==> config.mk <==
export PLATFORM = sky130hd
export DESIGN_NAME = fetch_queue_nway
export DESIGN_NICKNAME = d
export VERILOG_FILES = /design/src/rtl/fetch_queue_nway.sv
export SDC_FILE = /design/constraint.sdc
export NUM_CORES = 1
export LEC_CHECK = 0
export ABC_CLOCK_PERIOD_IN_PS = 4270
export CORE_MARGIN = 1.5
export CORE_UTILIZATION = 53
export CTS_CLUSTER_DIAMETER = 40
export CTS_CLUSTER_SIZE = 16
export DETAILED_ROUTE_END_ITERATION = 10
export MAX_ROUTING_LAYER = met4
export PLACE_DENSITY = 0.85
export SLEW_MARGIN = 20
export SYNTH_ARGS = -nofsm -noshare
export SYNTH_HDL_FRONTEND = slang
export SYNTH_SLANG_ARGS = --single-unit
==> constraint.sdc <==
create_clock -name clk -period 4.27 [get_ports clk]
set_input_delay 1.281 -clock clk [delete_from_list [all_inputs] [get_ports clk]]
set_output_delay 1.281 -clock clk [all_outputs]
set_load 0.01 [all_outputs]
==> src/rtl/fetch_queue_nway.sv <==
// N-way fetch unit: fetches aligned WAYS-instruction groups into a circular {pc,instr}
// queue and presents up to WAYS of the oldest entries to decode each cycle.
module fetch_queue_nway #(
  parameter int unsigned     WAYS     = 2,
  parameter int unsigned     XLEN     = 32,
  parameter int unsigned     FQ_DEPTH = 8,
  parameter logic [XLEN-1:0] RESET_PC = XLEN'(32'h0040_0000)
) (
  input  logic                            clk,
  input  logic                            rst,
  input  logic                            redirect,
  input  logic [XLEN-1:0]                 redirect_pc,
  output logic                            imem_req,
  output logic [XLEN-1:0]                 imem_addr,
  input  logic                            imem_rvalid,
  input  logic [WAYS*XLEN-1:0]            imem_rdata,
  output logic [WAYS-1:0]                 dec_valid,
  output logic [WAYS*XLEN-1:0]            dec_pc,
  output logic [WAYS*XLEN-1:0]            dec_instr,
  input  logic [$clog2(WAYS+1)-1:0]       dec_take,
  output logic [$clog2(FQ_DEPTH+1)-1:0]   fq_count
);

  localparam int unsigned     GB      = WAYS * 4;
  localparam int unsigned     PTR_W   = $clog2(FQ_DEPTH);
  localparam int unsigned     CNT_W   = $clog2(FQ_DEPTH + 1);
  localparam logic [XLEN-1:0] GB_MASK = XLEN'(GB - 1);

  typedef enum logic [1:0] {S_IDLE, S_WAIT, S_DROP} state_e;

  state_e            state_q, state_d;
  logic [XLEN-1:0]   pc_q, pc_d;
  logic [PTR_W-1:0]  head_q, head_d;
  logic [PTR_W-1:0]  tail_q, tail_d;
  logic [CNT_W-1:0]  count_q, count_d;

  logic [XLEN-1:0]   slot_pc_q    [FQ_DEPTH];
  logic [XLEN-1:0]   slot_instr_q [FQ_DEPTH];

  logic [XLEN-1:0]   group_addr;
  logic [CNT_W-1:0]  off;
  logic [CNT_W-1:0]  free_slots;
  logic [CNT_W-1:0]  take_ext;
  logic [CNT_W-1:0]  taken;
  logic [CNT_W-1:0]  enq_n;
  logic              enq;
  logic [XLEN-1:0]   lane_pc [WAYS];
  logic [WAYS-1:0]   wr_en;
  logic [PTR_W-1:0]  wr_idx  [WAYS];
  logic [PTR_W-1:0]  rd_idx  [WAYS];

  assign group_addr = pc_q & ~GB_MASK;
  assign off        = CNT_W'((pc_q & GB_MASK) >> 2);
  assign free_slots = CNT_W'(FQ_DEPTH) - count_q;
  assign take_ext   = CNT_W'(dec_take);
  assign enq        = (state_q == S_WAIT) && imem_rvalid && !redirect;
  assign enq_n      = enq ? (CNT_W'(WAYS) - off) : '0;
  assign imem_addr  = group_addr;
  assign fq_count   = count_q;

  // A redirect owns the cycle: decode consumption is ignored while the queue flushes.
  always_comb begin
    taken = '0;
    if (!redirect) taken = (take_ext < count_q) ? take_ext : count_q;
  end

  // Free space is reserved at request time, so the response always fits.
  assign imem_req = (state_q == S_IDLE) && !redirect && !rst &&
                    (free_slots >= CNT_W'(WAYS));

  always_comb begin
    for (int i = 0; i < WAYS; i++) begin
      lane_pc[i] = group_addr + XLEN'(4 * i);
      wr_en[i]   = enq && (CNT_W'(i) >= off);
      wr_idx[i]  = tail_q + PTR_W'(CNT_W'(i) - off);
      rd_idx[i]  = head_q + PTR_W'(i);
      dec_valid[i]                = CNT_W'(i) < count_q;
      dec_pc[i*XLEN +: XLEN]      = slot_pc_q[rd_idx[i]];
      dec_instr[i*XLEN +: XLEN]   = slot_instr_q[rd_idx[i]];
    end
  end

  // NOTE: every always_comb output gets a default first so no path infers a latch.
  always_comb begin
    state_d = state_q;
    pc_d    = pc_q;
    head_d  = head_q + PTR_W'(taken);
    tail_d  = tail_q + PTR_W'(enq_n);
    count_d = count_q + enq_n - taken;
    if (enq) pc_d = group_addr + XLEN'(GB);

    unique case (state_q)
      S_IDLE: if (imem_req) state_d = S_WAIT;
      S_WAIT: begin
        if (redirect)         state_d = imem_rvalid ? S_IDLE : S_DROP;
        else if (imem_rvalid) state_d = S_IDLE;
      end
      S_DROP: if (imem_rvalid) state_d = S_IDLE;
      default: state_d = S_IDLE;
    endcase

    if (redirect) begin
      head_d  = tail_q;
      tail_d  = tail_q;
      count_d = '0;
      pc_d    = redirect_pc & ~XLEN'(3);
    end
  end

  // NOTE: sequential state uses non-blocking assignments only.
  always_ff @(posedge clk or posedge rst) begin
    if (rst) begin
      state_q <= S_IDLE;
      pc_q    <= RESET_PC;
      head_q  <= '0;
      tail_q  <= '0;
      count_q <= '0;
    end else begin
      state_q <= state_d;
      pc_q    <= pc_d;
      head_q  <= head_d;
      tail_q  <= tail_d;
      count_q <= count_d;
    end
  end

  // NOTE: queue storage is not reset; head/tail/count alone define which slots are live.
  always_ff @(posedge clk) begin
    for (int i = 0; i < WAYS; i++) begin
      if (wr_en[i]) begin
        slot_pc_q[wr_idx[i]]    <= lane_pc[i];
        slot_instr_q[wr_idx[i]] <= imem_rdata[i*XLEN +: XLEN];
      end
    end
  end

endmodule

After elaboration in Yosys (flattened, before gate mapping)
Memory sizes are Yosys's and may differ from the RTL's.
Index checks and enable logic that the tools add are counted.
{ "totals": {"reg_bits": 44, "ramBits": 512, "n_memories": 2} }
{ "classes": {"addsub": 13, "magnitude_cmp": 6, "eq_ne": 3, "mux": 16, "n_reduce_logical": 11} }
{ "mem_list": {"columns": ["memory", "words", "word_bits", "rd", "rd_clocked_by_memory_dff", "write_ports", "line_no", "text"], "rows": [
  ["slot_instr_q", 8, 32, 2, 0, 2, "38", "logic [XLEN-1:0] slot_instr_q [FQ_DEPTH];"],
  ["slot_pc_q", 8, 32, 2, 0, 2, "37", "logic [XLEN-1:0] slot_pc_q [FQ_DEPTH];"]
]} }
{ "op_table": {"columns": ["cell", "n"], "rows": [
  ["$mux W32", 2],
  ["$add A32 B3 Y32 const B", 1],
  ["$add A32 B4 Y32 const B", 1],
  ["$mux W4", 4],
  ["$add A3 B3 Y3", 4],
  ["$lt A1 B4 Y1 const A", 2],
  ["$mux W2", 4],
  ["$logic_and A1 B1 Y1", 7],
  ["$pmux W2 S3", 1],
  ["$add A4 B4 Y4", 1],
  ["$ge A4 B2 Y1 const B", 1],
  ["$lt A2 B4 Y1", 1],
  ["$mux W1", 4],
  ["$sub A1 B1 Y2 const A", 2],
  ["$sub A4 B4 Y4", 1],
  ["$sub A4 B4 Y4 const A", 1],
  ["$add A3 B1 Y3 const B", 1],
  ["$mux W3", 1],
  ["$sub A2 B1 Y3 const A", 1],
  ["$eq A2 B1 Y1 const B", 1],
  ["$eq A2 B2 Y1 const B", 1],
  ["$ge A1 B1 Y1 const A", 2],
  ["$logic_not A1 Y1", 2],
  ["$logic_not A2 Y1", 1],
  ["other kinds (2)", 2]
]} }

Logic depth before layout (Yosys ltp)
{ "depth": {"depth_word": 7, "ltp_mapped": 12} }

Worst setup path after synthesis
Ideal clock, no wire load.
{ "synth_path": {"path_kind": "input -> register", "startpoint": "in redirect", "endpoint": "mem slot_instr_q[4][0] (enable)", "setup_time_ps": 446, "t_arrival_ps": 3797, "required_time_ps": 3824, "path_slack_ps": 27, "stages": 5, "path_cell_list": "nand4bb_1 -> clkbuf_1 -> clkbuf_1 -> a21oi_1 -> clkbuf_1"} }
{ "synth_lines": {"columns": ["item", "line_no", "text"], "rows": [
  ["start, declared", "11", "input logic redirect,"],
  ["end, declared", "38", null]
]} }

Worst setup path after layout
{ "layout_path": {"startpoint": "reg head_q[0]", "endpoint": "out dec_instr[43]"} }
{ "layout_via": {"elab_chain_len": 2} }
{ "layout_lines": {"columns": ["item", "line_no", "text"], "rows": [
  ["start, declared", "33", "logic [PTR_W-1:0] head_q, head_d;"],
  ["start signal, assigned", "115", "head_q <= '0;"],
  ["start signal, assigned", "121", "head_q <= head_d;"],
  ["$add A3 B1 Y3", "76", "rd_idx[i] = head_q + PTR_W'(i);"],
  ["$mem_v2 Z8 W32", null, null],
  ["end, declared", "19", "output logic [WAYS*XLEN-1:0] dec_instr,"]
]} }
Every way passes these cells.

==> results.md <==
* Setup violators final at 0
* Crit path max-delay family: buffers and inverters
* Final period utilization at 99.0%
* Main flop type after synthesis: edfxtp_1
* CTS Hold Bufs at 0
* PwrDens at 627 nW/µm²
* Hold_ws at 0.489 ns
* CTS buffer count at 80
* Pre-CTS setup slack at 0.129 ns
* Core ar. at 56300 µm²
* Pleak at 12.6 nW
* Critical path class: register to output pin
* CP endpoint kind: output pin
* Post-synth EDFFs at 488
* Worst vdd ir at 430 µV
* Vias at 19100
* Buffers & Inverters on Critical Path at 4
* Final WS setup at 0.0432 ns
* Non-Filler Instances at 2975
* CTS max path bufs at 3
* Fraction of layout instances using a drive strength above 1 at 40.2%
* Most frequent cells after synthesis: edfxtp_1, mux2_2, mux4_2, and2_1, clkbuf_1
* GP Congestion at 0.822
* WP data required at 2.99 ns
* CTS clk-pin slew, worst paths at 0.06 ns
* Detailed Place HPWL at 45300 µm
* DR pass1 iterations at 5
* Vias in the first global route at 19900
* Worst rel slew slack at 34.2%
* Max stage delay cell, worst path: mux4_2
* Initial detailed-routing violation count at 1835
* Most area-hungry cell type in the Yosys netlist: edfxtp_1
* Residual DRC at 0
* Final Hold Viols at 0
* Die footprint at 58200 µm²
* Critical path's largest stage delay at 0.50 ns
* Most frequent cell after synthesis: edfxtp_1
* Worst-Margin Slew at 0.985 ns
* #FFs+latches synth at 538
* Type of the tightest min-delay check: register to register
* RSZ-0062 raised after global routing: yes
* Crit path max fanout at 8
* Remaining global-route overflow at 0
* Sequential area share after synthesis at 52.7%
* Initial Util at 53.5%
* FMAX at 237 MHz
* Ys async rst share at 7.81%
* Final wirelength at 81300 µm
* CTS sink count at 538
* Final nets at 2270
* Ys Warns at 0
* Layout area overhead at 23.8%
* Status: finished clean
* Crit path time final at 4.23 ns
* Vias/cell at 6.43
* Avg Inst Size Synth at 15.8 µm²
* Root buf cell: clkbuf_16
* Mapped Area at 30100 µm²
* Fin Setup TNS at 0 ns
* Crit start category: register
* Total Power at 0.0234 W
* Inst Count DP at 2784
* I/O Buffers at 259
* Synth unique cells at 53
* H-tree depth at 3
* Initial antenna violation count at 5
* Wirelength per Cell at 27.3 µm
* Max Slew Vio Count at 0
* Rows at 87
* Die height at 241 µm
* Largest cells by area after synthesis: edfxtp_1, mux4_2, mux2_2
* Synth Instances at 1908
* Die Width at 241 µm
* Top cell type's share of synthesized area at 48.7%
* CTS tree: done
* Total track usage at 29.0%
* Clock Latency Late Sink at 0.63 ns
* Antenna Violating Nets Remaining at 0
* Largest net degree at the start of global routing at 55
* Ports at 269
* Crit path DAT at 2.95 ns
* Worst path cell trace: buf_4 -> buf_16 -> clkbuf_16 -> mux4_2 -> mux2_2 -> clkdlybuf4s50_1
* Final Skew at 0.0337 ns
* Max cap viols at 0
* First-pass GRT wire length at 121000 µm
-- worst min-delay path: cells and delay by family (launching register included) --
| kind | cells | cell delay (ns) |
|---|---|---|
| flops | 1 | 0.32 |
| simple gates | 1 | 0.05 |
| compound gates | 1 | 0.07 |
-- power breakdown --
group / internal (W) / leakage, nW / switching (W)
clock: 0.00387 / 1.34 / 0.00278
combinational: 0.00562 / 6.43 / 0.00477
sequential: 0.00604 / 4.87 / 0.000280
-- final timing paths --
path	startpoint	to	slack, ns	cells after the start
hold / removal	slot_pc_q[6][2]	slot_pc_q[6][2]	0.49	2
min in group asynchronous	rst	fq_count[0]	1.19	2
hold reg to reg	slot_pc_q[6][2]	slot_pc_q[6][2]	0.49	2
setup / recovery	head_q[0]	dec_instr[43]	0.04	6
max in group asynchronous	rst	head_q[2]	2.42	2
setup reg to reg	pc_q[2]	slot_instr_q[5][7]	0.97	7
-- cell type report --
class | count | area, µm²
fill | 3637 | 19000
sequential | 538 | 15900
multi-input combinational | 1148 | 13400
timing repair buffer | 357 | 4210
clock buffer | 83 | 2010
tap | 756 | 946
clock inverter | 65 | 743
inverter | 23 | 86.3
antenna | 5 | 12.5
-- metal layers --
layer | part of all wire [%] | vias to the layer above | GRT usage (%)
met3 | 8.7 | 176 | 4.74
met1 | 38 | 9864 | 36.4
met2 | 51 | 1049 | 48.0
li1 | - | 8046 | -
met5 | 0 | - | -
met4 | 2.7 | 0 | 10.3
-- registers in the layout (all words and copies together), names as in the netlist --
register      flops
head_q            3
tail_q            3
state_q           2
pc_q             30
fq_count          4
slot_instr_q    256
slot_pc_q       240
-- cells by family (layout without fill, tap and decap cells) --
logic type,after synthesis,count (layout),share of synthesized area (%)
compound gates,86,86,1.76
fa+ha+maj,20,20,0.956
buf+inv,228,528,3.44
other cells,1,12,0.0125
mux,631,631,32.9
xor+xnor,18,18,0.524
simple gates,386,386,7.70
flops,538,538,52.7
-- per-stage QoR --
step	util (%)	cell area (µm²)
after detailed placement	59.9	33700
final	66.2	37300
after global routing	66.2	37300
after floorplan	-	30100
after global placement	59.9	33700
after CTS	65.9	37100
-- what timing repair did --
action,in CTS,in global routing
pin swaps,1,0
endpoints found under the setup margin,120,20
buffers inserted,14,8
cloned,14,2
gates resized for setup,84,18
-- cells in the final DEF (no fill, tap or decap), types with 6 or more instances in the layout --
cell type and instances:
edfxtp_1 488, mux2_2 376, mux4_2 248, and2_1 232, clkdlybuf4s50_1 191, clkbuf_16 82, dlygate4sd2_1 54, dfrtp_1 38
nand2_1 36, buf_4 36, nand3_1 33, buf_12 30, o21ai_0 25, inv_1 22, nor2_1 22, or4_1 19
a31oi_1 17, buf_16 17, o31ai_1 15, ha_1 14, dlymetal6s2s_1 13, inv_8 12, inv_6 11, clkinv_4 10
xor2_1 9, xnor2_1 8, a21oi_4 8, a21oi_1 8, dfxtp_1 8, conb_1 7, clkinv_8 7, clkinv_2 7
nand4_1 6
Power figures use the tool's default switching activity.
